### config.mk
export PLATFORM = sky130hd
export DESIGN_NAME = fetch_queue
export DESIGN_NICKNAME = d
export VERILOG_FILES = /design/src/rtl/fetch_queue.sv
export SDC_FILE = /design/constraint.sdc
export NUM_CORES = 1
export LEC_CHECK = 0
export ABC_CLOCK_PERIOD_IN_PS = 2100
export BUFFER_PORTS_ARGS = -buffer_cell sky130_fd_sc_hd__buf_2
export CAP_MARGIN = 20
export CORE_UTILIZATION = 30
export CTS_BUF_LIST = sky130_fd_sc_hd__clkbuf_16
export DETAILED_ROUTE_END_ITERATION = 8
export PLACE_DENSITY_LB_ADDON = 0.3
export RECOVER_POWER = 25
export SLEW_MARGIN = 15
export SYNTH_ARGS = -nofsm -noshare
export SYNTH_HDL_FRONTEND = slang
export SYNTH_SLANG_ARGS = --single-unit
### constraint.sdc
create_clock -name clk -period 2.1 [get_ports clk]
set_input_delay 0.42 -clock clk [delete_from_list [all_inputs] [get_ports clk]]
set_output_delay 0.42 -clock clk [all_outputs]
set_load 0.02 [all_outputs]
### src/rtl/fetch_queue.sv
// fetch_queue: circular instruction/PC buffer between fetch and decode.
// Optional feature: define FETCH_QUEUE_BYPASS_EN to forward a pushed word
// straight to the outputs when the queue is empty (latency 0).
module fetch_queue #(
    parameter int unsigned WORD_WIDTH = 32,
    parameter int unsigned DEPTH      = 4
) (
    input  logic                    clk,
    input  logic                    rst_n,
    input  logic                    push_in,
    input  logic [WORD_WIDTH-1:0]   instruction_in,
    input  logic [WORD_WIDTH-1:0]   rm0_in,
    input  logic                    pop_in,
    input  logic                    flush_in,
    output logic [WORD_WIDTH-1:0]   instruction_out,
    output logic [WORD_WIDTH-1:0]   rm0_out,
    output logic                    active_out,
    output logic                    full_out,
    output logic [$clog2(DEPTH):0]  count_out,
    output logic                    drop_out
);

    localparam int unsigned PW = $clog2(DEPTH);
    localparam int unsigned CW = PW + 1;

    typedef struct packed {
        logic [WORD_WIDTH-1:0] pc;
        logic [WORD_WIDTH-1:0] instr;
    } entry_t;

    entry_t          mem [DEPTH];
    logic [PW-1:0]   wr_ptr;
    logic [PW-1:0]   rd_ptr;
    logic [CW-1:0]   count;
    logic            drop;

    logic            empty;
    logic            full;
    logic            pop_fire;
    logic            push_accept;
    logic            push_store;
    logic            drop_next;
    entry_t          head;

    // Handshake decode: what the coming edge will do to the queue.
    always_comb begin
        empty       = (count == '0);
        full        = (count == CW'(DEPTH));
        pop_fire    = pop_in && !empty;
        push_accept = push_in && (!full || pop_fire);
`ifdef FETCH_QUEUE_BYPASS_EN
        // A word pushed into an empty queue and popped at once is consumed
        // through the bypass and never written.
        push_store  = push_accept && !(empty && pop_in);
`else
        push_store  = push_accept;
`endif
        drop_next   = push_in && full && !pop_in && !flush_in;
        head        = mem[rd_ptr];
    end

    // Entry storage; cleared on reset so the head reads 0 afterwards.
    always_ff @(posedge clk or negedge rst_n) begin
        if (!rst_n) begin
            for (int i = 0; i < int'(DEPTH); i++) begin
                mem[i] <= '0;
            end
        end else if (push_store && !flush_in) begin
            mem[wr_ptr] <= '{pc: rm0_in, instr: instruction_in};
        end
    end

    // Pointers and occupancy; flush wins over push and pop.
    always_ff @(posedge clk or negedge rst_n) begin
        if (!rst_n) begin
            wr_ptr <= '0;
            rd_ptr <= '0;
            count  <= '0;
        end else if (flush_in) begin
            wr_ptr <= '0;
            rd_ptr <= '0;
            count  <= '0;
        end else begin
            if (push_store) begin
                wr_ptr <= wr_ptr + PW'(1);
            end
            if (pop_fire) begin
                rd_ptr <= rd_ptr + PW'(1);
            end
            case ({push_store, pop_fire})
                2'b10:   count <= count + CW'(1);
                2'b01:   count <= count - CW'(1);
                default: count <= count;
            endcase
        end
    end

    // One-cycle pulse flagging a push rejected because the queue was full.
    always_ff @(posedge clk or negedge rst_n) begin
        if (!rst_n) begin
            drop <= 1'b0;
        end else begin
            drop <= drop_next;
        end
    end

    // Head presentation; zero when nothing valid is available.
    always_comb begin
        instruction_out = '0;
        rm0_out         = '0;
        active_out      = !empty;
        full_out        = full;
        count_out       = count;
        drop_out        = drop;
        if (!empty) begin
            instruction_out = head.instr;
            rm0_out         = head.pc;
        end
`ifdef FETCH_QUEUE_BYPASS_EN
        else if (push_in) begin
            instruction_out = instruction_in;
            rm0_out         = rm0_in;
            active_out      = 1'b1;
        end
`endif
    end

endmodule

After elaboration in Yosys (flattened, before gate mapping)
Index checks and enable logic that the tools add are counted.
{"block": "word_totals", "register_bits": 264, "latch_bits": 0, "ramBits": 0, "romBits": 0, "inputBits": 69, "output_inout_bits": 70, "elab_cells": 54, "memories": 0}
{"block": "op_classes", "addsub": 4, "n_mul": 0, "div": 0, "order_cmp": 3, "n_eq_ne": 3, "shift": 0, "n_mux": 14, "n_bitwise": 2, "n_reduce_logical": 16}
{"op": "$bwmux W256", "n": 1}
{"op": "$mux W64", "n": 3}
{"op": "$bmux W64 S2", "n": 1}
{"op": "$demux W64 S2", "n": 1}
{"op": "$mux W32", "n": 2}
{"op": "$mux W2", "n": 4}
{"op": "$logic_and A1 B1 Y1", "n": 7}
{"op": "$ge A3 B3 Y1 const B", "n": 2}
{"op": "$not A2 Y3", "n": 2}
{"op": "$pmux W3 S2", "n": 1}
{"op": "$add A2 B1 Y2 const B", "n": 2}
{"op": "$logic_not A1 Y1", "n": 4}
{"op": "$reduce_bool A2 Y1", "n": 2}
{"op": "$add A3 B1 Y3 const B", "n": 1}
{"op": "$eq A3 B3 Y1 const B", "n": 1}
{"op": "$logic_not A3 Y1", "n": 1}
{"op": "$lt A3 B1 Y1 const B", "n": 1}
{"op": "$mux W3", "n": 1}
{"op": "$reduce_bool A3 Y1", "n": 1}
{"op": "$sub A3 B1 Y3 const B", "n": 1}
{"op": "$eq A2 B1 Y1 const B", "n": 1}
{"op": "$eq A2 B2 Y1 const B", "n": 1}
{"op": "$logic_or A1 B1 Y1", "n": 1}

Longest topological paths before layout
Gate-level depths: netlist (run 1).
{"block": "logic_depth", "word_depth": 8, "mapped_depth": 7, "depth_no_buf": 6}

Least setup slack after synthesis (run 1)
No wires, ideal clock.
{"block": "synth_path", "path_type": "reg-to-reg", "start": "register count[0] (netlist: count_out[0])", "end": "register count[2] (netlist: count_out[2])", "setup_ns": 0.082, "arrival_time_ns": 2.158, "required_time_ns": 2.018, "path_slack_ns": -0.139, "stages_incl_launch_ff": 7, "path_buffers": 1, "synth_period_minus_slack_ns": 2.239, "path_cell_list": "dfrtp_1 clkbuf_1 o31ai_1 nor2_1 fa_1 or4_1 a31oi_1"}
{"block": "synth_between", "elab_chain_cells": 8, "word_cells_on_any_way": 14, "cone_classes": "add/sub (2); eq/ne (3); mux (2); reduce/logical (7)"}
{"item": "start: declaration", "line_no": "34", "rtl": "logic [CW-1:0] count;"}
{"item": "start signal: assignment", "line_no": "91", "rtl": "2'b10: count <= count + CW'(1);"}
{"item": "start signal: assignment", "line_no": "92", "rtl": "2'b01: count <= count - CW'(1);"}
{"item": "start signal: assignment", "line_no": "93", "rtl": "default: count <= count;"}
{"item": "$logic_not A3 Y1", "line_no": "47", "rtl": "empty = (count == '0);"}
{"item": "$logic_not A1 Y1"}
{"item": "$logic_and A1 B1 Y1", "line_no": "49", "rtl": "pop_fire = pop_in && !empty;"}
{"item": "$logic_or A1 B1 Y1", "line_no": "50", "rtl": "push_accept = push_in && (!full || pop_fire);"}
{"item": "$logic_and A1 B1 Y1", "line_no": "50"}
{"item": "$eq A2 B1 Y1 or $eq A2 B2 Y1 (tied branches)", "line_no": "90", "rtl": "case ({push_store, pop_fire})"}
{"item": "$pmux W3 S2", "line_no": "90"}
{"item": "$mux W3", "line_no": "79", "rtl": "end else if (flush_in) begin"}
Parallel ways exist; a longest one is shown, timed or not.
A chain may end at the register's enable or synchronous reset.

Final worst setup path (run 1)
{"block": "layout_path", "start": "register rd_ptr[0]", "end": "output rm0_out[25]"}
{"block": "layout_between", "elab_chain_cells": 5}
{"item": "start: declaration", "line_no": "33", "rtl": "logic [PW-1:0] rd_ptr;"}
{"item": "start signal: assignment", "line_no": "88", "rtl": "rd_ptr <= rd_ptr + PW'(1);"}
{"item": "$not A2 Y3 (implied by the code)", "line_no": "59", "rtl": "head = mem[rd_ptr];"}
{"item": "$bmux W64 S2", "line_no": "59"}
{"item": "$mux W64 (implied by the code) (2 in a row)", "line_no": "59"}
{"item": "$mux W32", "line_no": "115", "rtl": "if (!empty) begin"}
{"item": "end: declaration", "line_no": "16", "rtl": "output logic [WORD_WIDTH-1:0] rm0_out,"}
Every way passes these cells. The select of a mux whose other input is x is not followed.

==> impl_metrics.env, run 1 <==
export IMPL_status="finished, violations left"
export IMPL_violations="capacitance limit, slew limit, setup timing"
export IMPL_die_area_sq_um=45300
export IMPL_rsz0062_at_grt="yes"
export IMPL_drtPass1Iterations=4
export IMPL_grt_max_degree=66
export IMPL_layout_common_cells="259 x dfrtp_1, 240 x mux2_4, 122 x buf_2"
export IMPL_grt_pass1_vias=7577
export IMPL_worst_path_max_fanout=4
export IMPL_grt_overflow_total=0
export IMPL_cts_sinks=264
export IMPL_syn_nets=834
export IMPL_setup_viol=66
export IMPL_drt_wirelength_per_cell_microns=19.6
export IMPL_fin_crit_ns=2.64
export IMPL_insertion_delay_ns=0.57
export IMPL_final_area_sq_um=15900
export IMPL_synth_distinct_cells=38
export IMPL_ios=139
export IMPL_power_density_nw_per_um2=1110
export IMPL_synth_top_area_cell="dfrtp_1"
export IMPL_postSynthCellCount=760
export IMPL_ant_nets=0
export IMPL_timing_fmax_mhz=379
export IMPL_vias_per_cell=4.55
export IMPL_io_buffers=138
export IMPL_grt_pass1_wl_mm=46.1
export IMPL_drtIter0Drc=304
export IMPL_whs_path_depth=2
export IMPL_seqCellArea_sq_um=6620
export IMPL_n_antenna_cell=0
export IMPL_hold_viol=0
export IMPL_final_common_cell="dfrtp_1"
export IMPL_grt_antenna_before_repair=2
export IMPL_cts_buffer_depth=3
export IMPL_ys_async_sr_fraction=1.00
export IMPL_yosysWarnings=0
export IMPL_num_fill_cells=4114
export IMPL_yosysSeqAreaShare=0.495
export IMPL_track_usage=0.132
export IMPL_core_sq_um=43500
export IMPL_worst_setup_path_start_kind="register"
export IMPL_relSlewSlack=-0.0259
export IMPL_final_cells=1547
export IMPL_fin_skew_ns=0.0184
export IMPL_p_leak_nw=7.23
export IMPL_cts_htree_levels=1
export IMPL_cp_arrival_ns=2.22
export IMPL_gp_congestion=0.704
export IMPL_tightest_slew_ns=1.54
export IMPL_ys_flop_type="dfrtp_1"
export IMPL_crit_slowest_cell="dfrtp_4"
export IMPL_cts_made_buffers=31
export IMPL_reg2regPathDepth=5
export IMPL_synth_top_area_frac=0.495
export IMPL_routed_wl_mm=30.3
export IMPL_cts_root_buffer="clkbuf_16"
export IMPL_crit_chain="buf_4 -> buf_6 -> clkbuf_16 -> mux4_2 -> and2_4 -> buf_4"
export IMPL_rows=76
export IMPL_crit_required_ns=1.68
export IMPL_ir_drop_uv=559
export IMPL_synth_edf_count=0
export IMPL_die_w_microns=213
export IMPL_clkTransAtPathRegs_ns=0.06
export IMPL_initial_utilization=0.307
export IMPL_dp_cells=1477
export IMPL_crit_top_cell="buf_4"
export IMPL_hp_class="in -> reg"
export IMPL_nets=1013
export IMPL_dpl_hpwl_mm=18.0
export IMPL_multiInputGateArea_sq_um=6090
export IMPL_slowest_delay_ns=0.50
export IMPL_netlist_area_sq_um=13300
export IMPL_utilization=0.367
export IMPL_post_synth_cell_area_avg_sq_um=17.5
export IMPL_placed_cell_area_sq_um=14700
export IMPL_vias=7033
export IMPL_postLayoutSetupSlackWorst_ns=-0.535
export IMPL_cap_violations=1
export IMPL_final_max_slew_violation_count=49
export IMPL_synth_area_top_cells="dfrtp_1 50%, mux2_4 27%, mux4_2 11%"
export IMPL_criticalPathCategory="reg -> out"
export IMPL_cts_tree="yes"
export IMPL_fin_crit_sh=1.25
export IMPL_synth_seq_cells=264
export IMPL_critPathCaptureType="output pin"
export IMPL_drc=0
export IMPL_drive_gt1_frac=0.603
export IMPL_die_h_microns=213
export IMPL_syn2layout_area_growth_pct=19.5
final cells by class:
type	instances	area share
Clock buffer	31	0.0487
Inverter	4	0.000942
Sequential cell	264	0.415
Multi-Input combinational cell	436	0.382
Tap cell	585	0.0459
Timing Repair Buffer	202	0.0980
Clock inverter	25	0.00872
routing by layer:
layer	part of all wire	up-vias	track usage
li1	-	3125	-
met1	0.49	3738	0.194
met2	0.44	122	0.197
met3	0.044	44	0.0265
met4	0.017	4	0.0342
met5	0.00066	-	0
report_power, final:
| group | internal (mW) | switching (mW) |
|---|---|---|
| Combinational | 3.45 | 1.84 |
| Clock | 2.77 | 2.15 |
| Sequential | 6.60 | 0.806 |
| Total | 12.8 | 4.80 |
synthesized netlist by cell type (2+ instances only):
cell / number
a31oi_1: 2
buf_12: 28
nor2_1: 6
buf_1: 4
nand3b_1: 2
mux4_2: 64
inv_1: 4
clkbuf_1: 17
mux2_4: 240
buf_6: 2
mux2_1: 16
nand2b_1: 5
dfrtp_1: 264
nor2b_1: 3
o31ai_1: 2
and2_1: 65
xor2_1: 2
nand3_1: 2
ha_1: 4
and3_4: 4
buf_2: 5
a21oi_1: 3
sequential cells by signal, summed over array words and instances, names as in the netlist:
name / count
count_out: 3
wr_ptr: 2
rd_ptr: 2
drop_out: 1
mem: 256
cell families (layout without fill, tap and decap cells):
group	count (synthesis)	after routing	synth area share
multiplexers	321	321	0.393
flip-flops	264	264	0.495
AND/OR/NAND/NOR	95	95	0.0458
buffers and inverters	60	262	0.0526
AO/OA/AOI/OAI	13	13	0.00676
adder cells (fa/ha/maj)	5	5	0.00526
XOR/XNOR	2	2	0.00131
critical path: cells and delay by family (launching register included):
family	cells	cell delay, ns
DFF	1	0.50
buffers and inverters	4	0.57
muxes	1	0.41
and+or+nand+nor	1	0.17
final timing paths:
check / endpoint / from / slack (ns)
max reg2reg: mem[203] / count_out[0] / 0.08
min: mem[129] / instruction_in[1] / 0.13
max: rm0_out[25] / rd_ptr[0] / -0.54
max in group asynchronous: mem[9] / rst_n / 0.16
min reg2reg: mem[202] / mem[202] / 0.48
min in group asynchronous: mem[205] / rst_n / 0.78
timing repair:
action | in CTS | in global routing
pin swaps | 1 | 6
hold endpoints to repair | 41 | 0
setup endpoints to repair | 66 | 69
cloned | 0 | 3
buffers inserted | 6 | 4
gates resized for setup | 40 | 18
hold buffers | 1 | 0
per-stage QoR:
step / power [mW] / setup TNS, ns / setup slack, ns / hold slack (ns)
floorplan: 11.1 / -2.63 / -0.0109 / 0.124
global route: 18.6 / -38.12 / -0.597 / 0.111
detailed placement: 12.5 / 0 / 0.0281 / 0.380
CTS: 17.7 / -32.74 / -0.552 / 0.0889
global placement: 12.4 / 0 / 0.0362 / 0.385
finish: 17.6 / -29.59 / -0.535 / 0.129
No activity file was read; power rests on OpenSTA's default activity.
==> run 2: changes to the inputs <==
==> constraint.sdc (replaced) <==
create_clock -name clk -period 2.1 [get_ports clk]
set_input_delay 0.63 -clock clk [delete_from_list [all_inputs] [get_ports clk]]
set_output_delay 0.63 -clock clk [all_outputs]
set_load 0.01 [all_outputs]
==> run 2 against run 1 <==
The flow still finishes with violations (capacitance limit, slew limit, setup timing). Utilization grew 1.2 points. Die area did not move. Non-clock buffer count stayed put. Combinational power is 2% higher. Wire length is 1.1% higher. Hold slack better by 0.24 ns. Count of clock-buffer cells in the layout rose by 6. Maximum frequency fell by 4.8%. Critical path depth decreased by 1. Total power grew 4.7%. Final cell count grew 0.19%. Critical endpoint is now instruction_out[18].
==> impl_metrics.env, run 2 (synthesized netlist as in run 1, its figures left out) <==
export IMPL_fin_skew_ns=0.0154
export IMPL_status="finished, violations left"
export IMPL_whs_ns=0.371
export IMPL_top_register="mem"
export IMPL_crit_required_ns=1.47
export IMPL_drt_wirelength_per_cell_microns=19.8
export IMPL_drive_gt1_frac=0.635
export IMPL_relSlewSlack=-0.117
export IMPL_vias_per_cell=4.53
export IMPL_cts_root_buffer="clkbuf_16"
export IMPL_postLayoutSetupSlackWorst_ns=-0.669
export IMPL_cts_made_buffers=34
export IMPL_die_h_microns=213
export IMPL_combPwrFrac=0.293
export IMPL_criticalPathCategory="reg -> out"
export IMPL_ant_nets=0
export IMPL_syn2layout_area_growth_pct=23.5
export IMPL_vias=7018
export IMPL_tightest_slew_ns=1.67
export IMPL_cp_arrival_ns=2.14
export IMPL_die_w_microns=213
export IMPL_dpl_hpwl_mm=18.7
export IMPL_hp_class="in -> reg"
export IMPL_critPathCaptureType="output pin"
export IMPL_rsz0062_at_grt="yes"
export IMPL_cts_sinks=264
export IMPL_fin_crit_sh=1.32
export IMPL_grt_pass1_vias=8009
export IMPL_nets=1016
export IMPL_placed_cell_area_sq_um=14700
export IMPL_pwr_share_clk=0.304
export IMPL_power_density_nw_per_um2=1120
export IMPL_core_sq_um=43500
export IMPL_initial_utilization=0.307
export IMPL_drc=0
export IMPL_die_area_sq_um=45300
export IMPL_place_ws_ns=-0.187
export IMPL_internal_power_mw=13.7
export IMPL_p_leak_nw=7.42
export IMPL_p_seq_frac=0.403
export IMPL_gp_congestion=0.690
export IMPL_insertion_delay_ns=0.53
export IMPL_grt_max_degree=59
export IMPL_routed_wl_mm=30.7
export IMPL_ios=139
export IMPL_switching_share=0.256
export IMPL_drtPass1Iterations=4
export IMPL_drtIter0Drc=354
export IMPL_worst_setup_path_start_kind="register"
export IMPL_final_max_slew_violation_count=58
export IMPL_timing_fmax_mhz=361
export IMPL_n_antenna_cell=0
export IMPL_io_buffers=138
export IMPL_track_usage=0.137
export IMPL_cts_tree="yes"
export IMPL_cap_violations=1
export IMPL_setup_viol=66
export IMPL_fin_crit_ns=2.77
export IMPL_switching_power_mw=4.72
export IMPL_ir_drop_uv=484
export IMPL_cts_hold_buf=0
export IMPL_hold_viol=0
export IMPL_grt_antenna_before_repair=3
export IMPL_worst_path_max_fanout=9
export IMPL_clkTransAtPathRegs_ns=0.06
export IMPL_cts_htree_levels=2
export IMPL_final_area_sq_um=16500
export IMPL_layout_common_cells="262 x dfrtp_1, 240 x mux2_4, 86 x buf_2"
export IMPL_rows=76
export IMPL_largest_reg_flops=256
export IMPL_violations="capacitance limit, slew limit, setup timing"
export IMPL_total_power_mw=18.5
export IMPL_cts_buffer_depth=3
export IMPL_final_common_cell="dfrtp_1"
export IMPL_grt_overflow_total=0
export IMPL_grt_pass1_wl_mm=47.5
==> run 2: repair_timing <==
action                                  in CTS  in global routing
pin swaps                                    0                  2
endpoints found under the setup margin      66                 69
gates cloned                                 0                  5
buffers inserted                             0                 10
resized for setup                           69                 52
==> run 2: metal layers <==
metal	vias to the layer above	part of all wire	track usage
met5	-	0.00085	0
met4	4	0.017	0.0365
met3	47	0.040	0.0341
met2	120	0.46	0.205
met1	3719	0.49	0.196
li1	3128	-	-
==> run 2: stage by stage <==
step | setup TNS [ns] | std cells | util
after detailed placement | -28.43 | 1477 | 0.339
final | -39.06 | 1550 | 0.379
after global placement | -25.69 | 1477 | 0.339
after floorplan | -6.51 | 760 | -
after global routing | -50.89 | 1550 | 0.379
after CTS | -42.98 | 1536 | 0.371
==> run 2: layout make-up <==
cell class | count | area (sq um)
multi-input cells | 436 | 6170
inverters | 4 | 15.0
well taps | 585 | 732
fillers | 4079 | 27000
clock buffers | 37 | 926
clock inverters | 22 | 144
repair buffers | 202 | 1870
flip-flops and latches | 264 | 6610
==> run 2: critical path: stages, from the launching register on <==
cell and delay, ns:
dfrtp_4 0.46, buf_12 0.16, clkbuf_16 0.19, mux4_2 0.50, and2_4 0.18, buf_6 0.11
==> run 2: power groups by stage <==
stage | Clock, mW | Combinational, mW | Sequential, mW
after floorplan | 0 | 3.72 | 7.19
after global placement | 0 | 4.67 | 7.47
after detailed placement | 0 | 4.78 | 7.46
after CTS | 5.82 | 5.12 | 7.45
after global routing | 6.01 | 5.80 | 7.63
final | 5.61 | 5.41 | 7.45
==> run 2: final timing paths <==
path | from | to | slack (ns) | cells past startpoint
worst max-delay path | rd_ptr[0] | instruction_out[18] | -0.67 | 5
worst min-delay path | rm0_in[31] | mem[63] | 0.37 | 2
worst max register to register | count_out[1] | mem[16] | 0.05 | 5
worst min register to register | mem[64] | mem[64] | 0.48 | 1
max in group asynchronous | rst_n | rd_ptr[1] | 0.18 | 2
min in group asynchronous | rst_n | mem[149] | 0.54 | 1
==> run 3: changes to the inputs <==
CTS_BUF_LIST = not set   (was sky130_fd_sc_hd__clkbuf_16)
==> run 3 against run 2 <==
The flow still finishes with violations (capacitance limit, slew limit, setup timing). Non-clock buffer count stayed put. Die area stayed put. Sequential power hardly changed. Global-route usage hardly changed. Wire length is 0.33% higher. Count of clock-buffer cells in the layout is 16 higher. Final area is 0.49% higher. Clock power is 6.2% higher. Final cell count stayed put. Setup slack worse by 0.0031 ns. Via count is 0.14% higher. Clock skew is 0.00073 ns higher. Critical path type unchanged.
==> impl_metrics.env, run 3 (synthesized netlist as in run 1, its figures left out) <==
export IMPL_cts_tree="yes"
export IMPL_dp_cells=1477
export IMPL_ios=139
export IMPL_final_max_slew_violation_count=58
export IMPL_grt_max_degree=59
export IMPL_whs_ns=0.371
export IMPL_final_common_cell="dfrtp_1"
export IMPL_cts_htree_levels=2
export IMPL_rsz0062_at_grt="yes"
export IMPL_worst_setup_path_start_kind="register"
export IMPL_top_layer_used="met5"
export IMPL_vias_per_cell=4.53
export IMPL_cts_buffer_depth=3
export IMPL_p_leak_nw=7.43
export IMPL_status="finished, violations left"
export IMPL_crit_buf_inv=3
export IMPL_drtPass1Iterations=4
export IMPL_syn2layout_area_growth_pct=24.1
export IMPL_power_density_nw_per_um2=1140
export IMPL_violations="capacitance limit, slew limit, setup timing"
export IMPL_nets=1016
export IMPL_total_power_mw=18.8
export IMPL_relSlewSlack=-0.117
export IMPL_fin_crit_ns=2.77
export IMPL_tightest_slew_ns=1.68
export IMPL_crit_family="multiplexers"
export IMPL_hold_viol=0
export IMPL_rows=76
export IMPL_crit_required_ns=1.47
export IMPL_grt_overflow_total=0
export IMPL_postLayoutSetupSlackWorst_ns=-0.672
export IMPL_ir_drop_uv=485
export IMPL_place_ws_ns=-0.187
export IMPL_clkTransAtPathRegs_ns=0.06
export IMPL_route_met3_wl_mm=1.22
export IMPL_drtIter0Drc=303
export IMPL_grt_pass1_wl_mm=47.5
export IMPL_worst_path_max_fanout=9
export IMPL_cts_made_buffers=34
export IMPL_drive_gt1_frac=0.644
export IMPL_utilization=0.381
export IMPL_hp_class="in -> reg"
export IMPL_grt_pass1_vias=8017
export IMPL_routed_wl_mm=30.8
export IMPL_die_w_microns=213
export IMPL_n_antenna_cell=0
export IMPL_cts_hold_buf=0
export IMPL_crit_slowest_cell="mux4_2"
export IMPL_insertion_delay_ns=0.52
export IMPL_final_cells=1550
export IMPL_dpl_hpwl_mm=18.7
export IMPL_layout_common_cells="262 x dfrtp_1, 240 x mux2_4, 86 x buf_2"
export IMPL_setup_viol=66
export IMPL_largest_reg_flops=256
export IMPL_grt_antenna_before_repair=3
export IMPL_top_register="mem"
export IMPL_die_area_sq_um=45300
export IMPL_vias=7028
export IMPL_track_usage=0.137
export IMPL_slowest_delay_ns=0.51
export IMPL_io_buffers=138
export IMPL_ant_nets=0
export IMPL_cts_sinks=264
export IMPL_critPathCaptureType="output pin"
export IMPL_die_h_microns=213
export IMPL_gp_congestion=0.690
export IMPL_cap_violations=1
export IMPL_fin_crit_sh=1.32
export IMPL_drt_wirelength_per_cell_microns=19.9
export IMPL_cp_arrival_ns=2.14
export IMPL_criticalPathCategory="reg -> out"
export IMPL_fin_skew_ns=0.0161
export IMPL_core_sq_um=43500
export IMPL_dr_wl_met2_mm=14.1
export IMPL_cts_root_buffer="clkbuf_16"
export IMPL_num_fill_cells=4070
export IMPL_timing_fmax_mhz=361
export IMPL_initial_utilization=0.307
export IMPL_met1_length_mm=15.0
export IMPL_drc=0
export IMPL_crit_chain="buf_12 -> clkbuf_16 -> mux4_2 -> and2_4 -> buf_6"
run 3: cell types whose count changed in the layout (fill, tap and decap cells not counted):
cell	delta
clkbuf_8	+8
inv_1	-8
clkbuf_1	+8
clkinv_1	-8
run 3: metrics by stage:
step	setup TNS, ns	cell area [sq um]
detailed placement	-28.43	14700
global placement	-25.69	14700
CTS	-42.94	16200
finish	-39.09	16600
floorplan	-6.51	13400
global route	-50.96	16600
run 3: power breakdown:
group          switching [mW]  internal [mW]
Clock                    2.23           3.73
Sequential              0.839           6.61
Combinational            1.66           3.75
Total                    4.73           14.1
run 3: area by class of cell:
cell class	count	area, sq um	area share
Sequential cell	264	6610	0.400
Multi-Input combinational cell	436	6170	0.373
Timing Repair Buffer	202	1870	0.113
Tap cell	585	732	0.0442
Clock inverter	6	83.8	0.00507
Inverter	4	15.0	0.000907
Clock buffer	53	1070	0.0644
run 3: path summary, 6_finish.rpt:
check | start | end | slack [ns] | depth (start not counted)
setup / recovery | rd_ptr[0] | instruction_out[18] | -0.67 | 5
hold / removal | rm0_in[31] | mem[63] | 0.37 | 2
setup reg to reg | count_out[0] | count_out[2] | 0.05 | 7
hold reg to reg | mem[64] | mem[64] | 0.48 | 1
max in group asynchronous | rst_n | rd_ptr[1] | 0.18 | 2
min in group asynchronous | rst_n | mem[149] | 0.54 | 1
run 3: routing by layer:
| layer | GRT usage | vias up |
|---|---|---|
| met2 | 0.205 | 118 |
| met1 | 0.196 | 3734 |
| met3 | 0.0343 | 45 |
| li1 | - | 3127 |
| met5 | 0 | - |
| met4 | 0.0365 | 4 |
run 3: timing repair:
item                                    4_1_cts  5_1_grt
endpoints found under the setup margin       66       69
buffers inserted                              0       10
cloned                                        0        5
resized for setup                            69       52
pin swaps                                     0        2
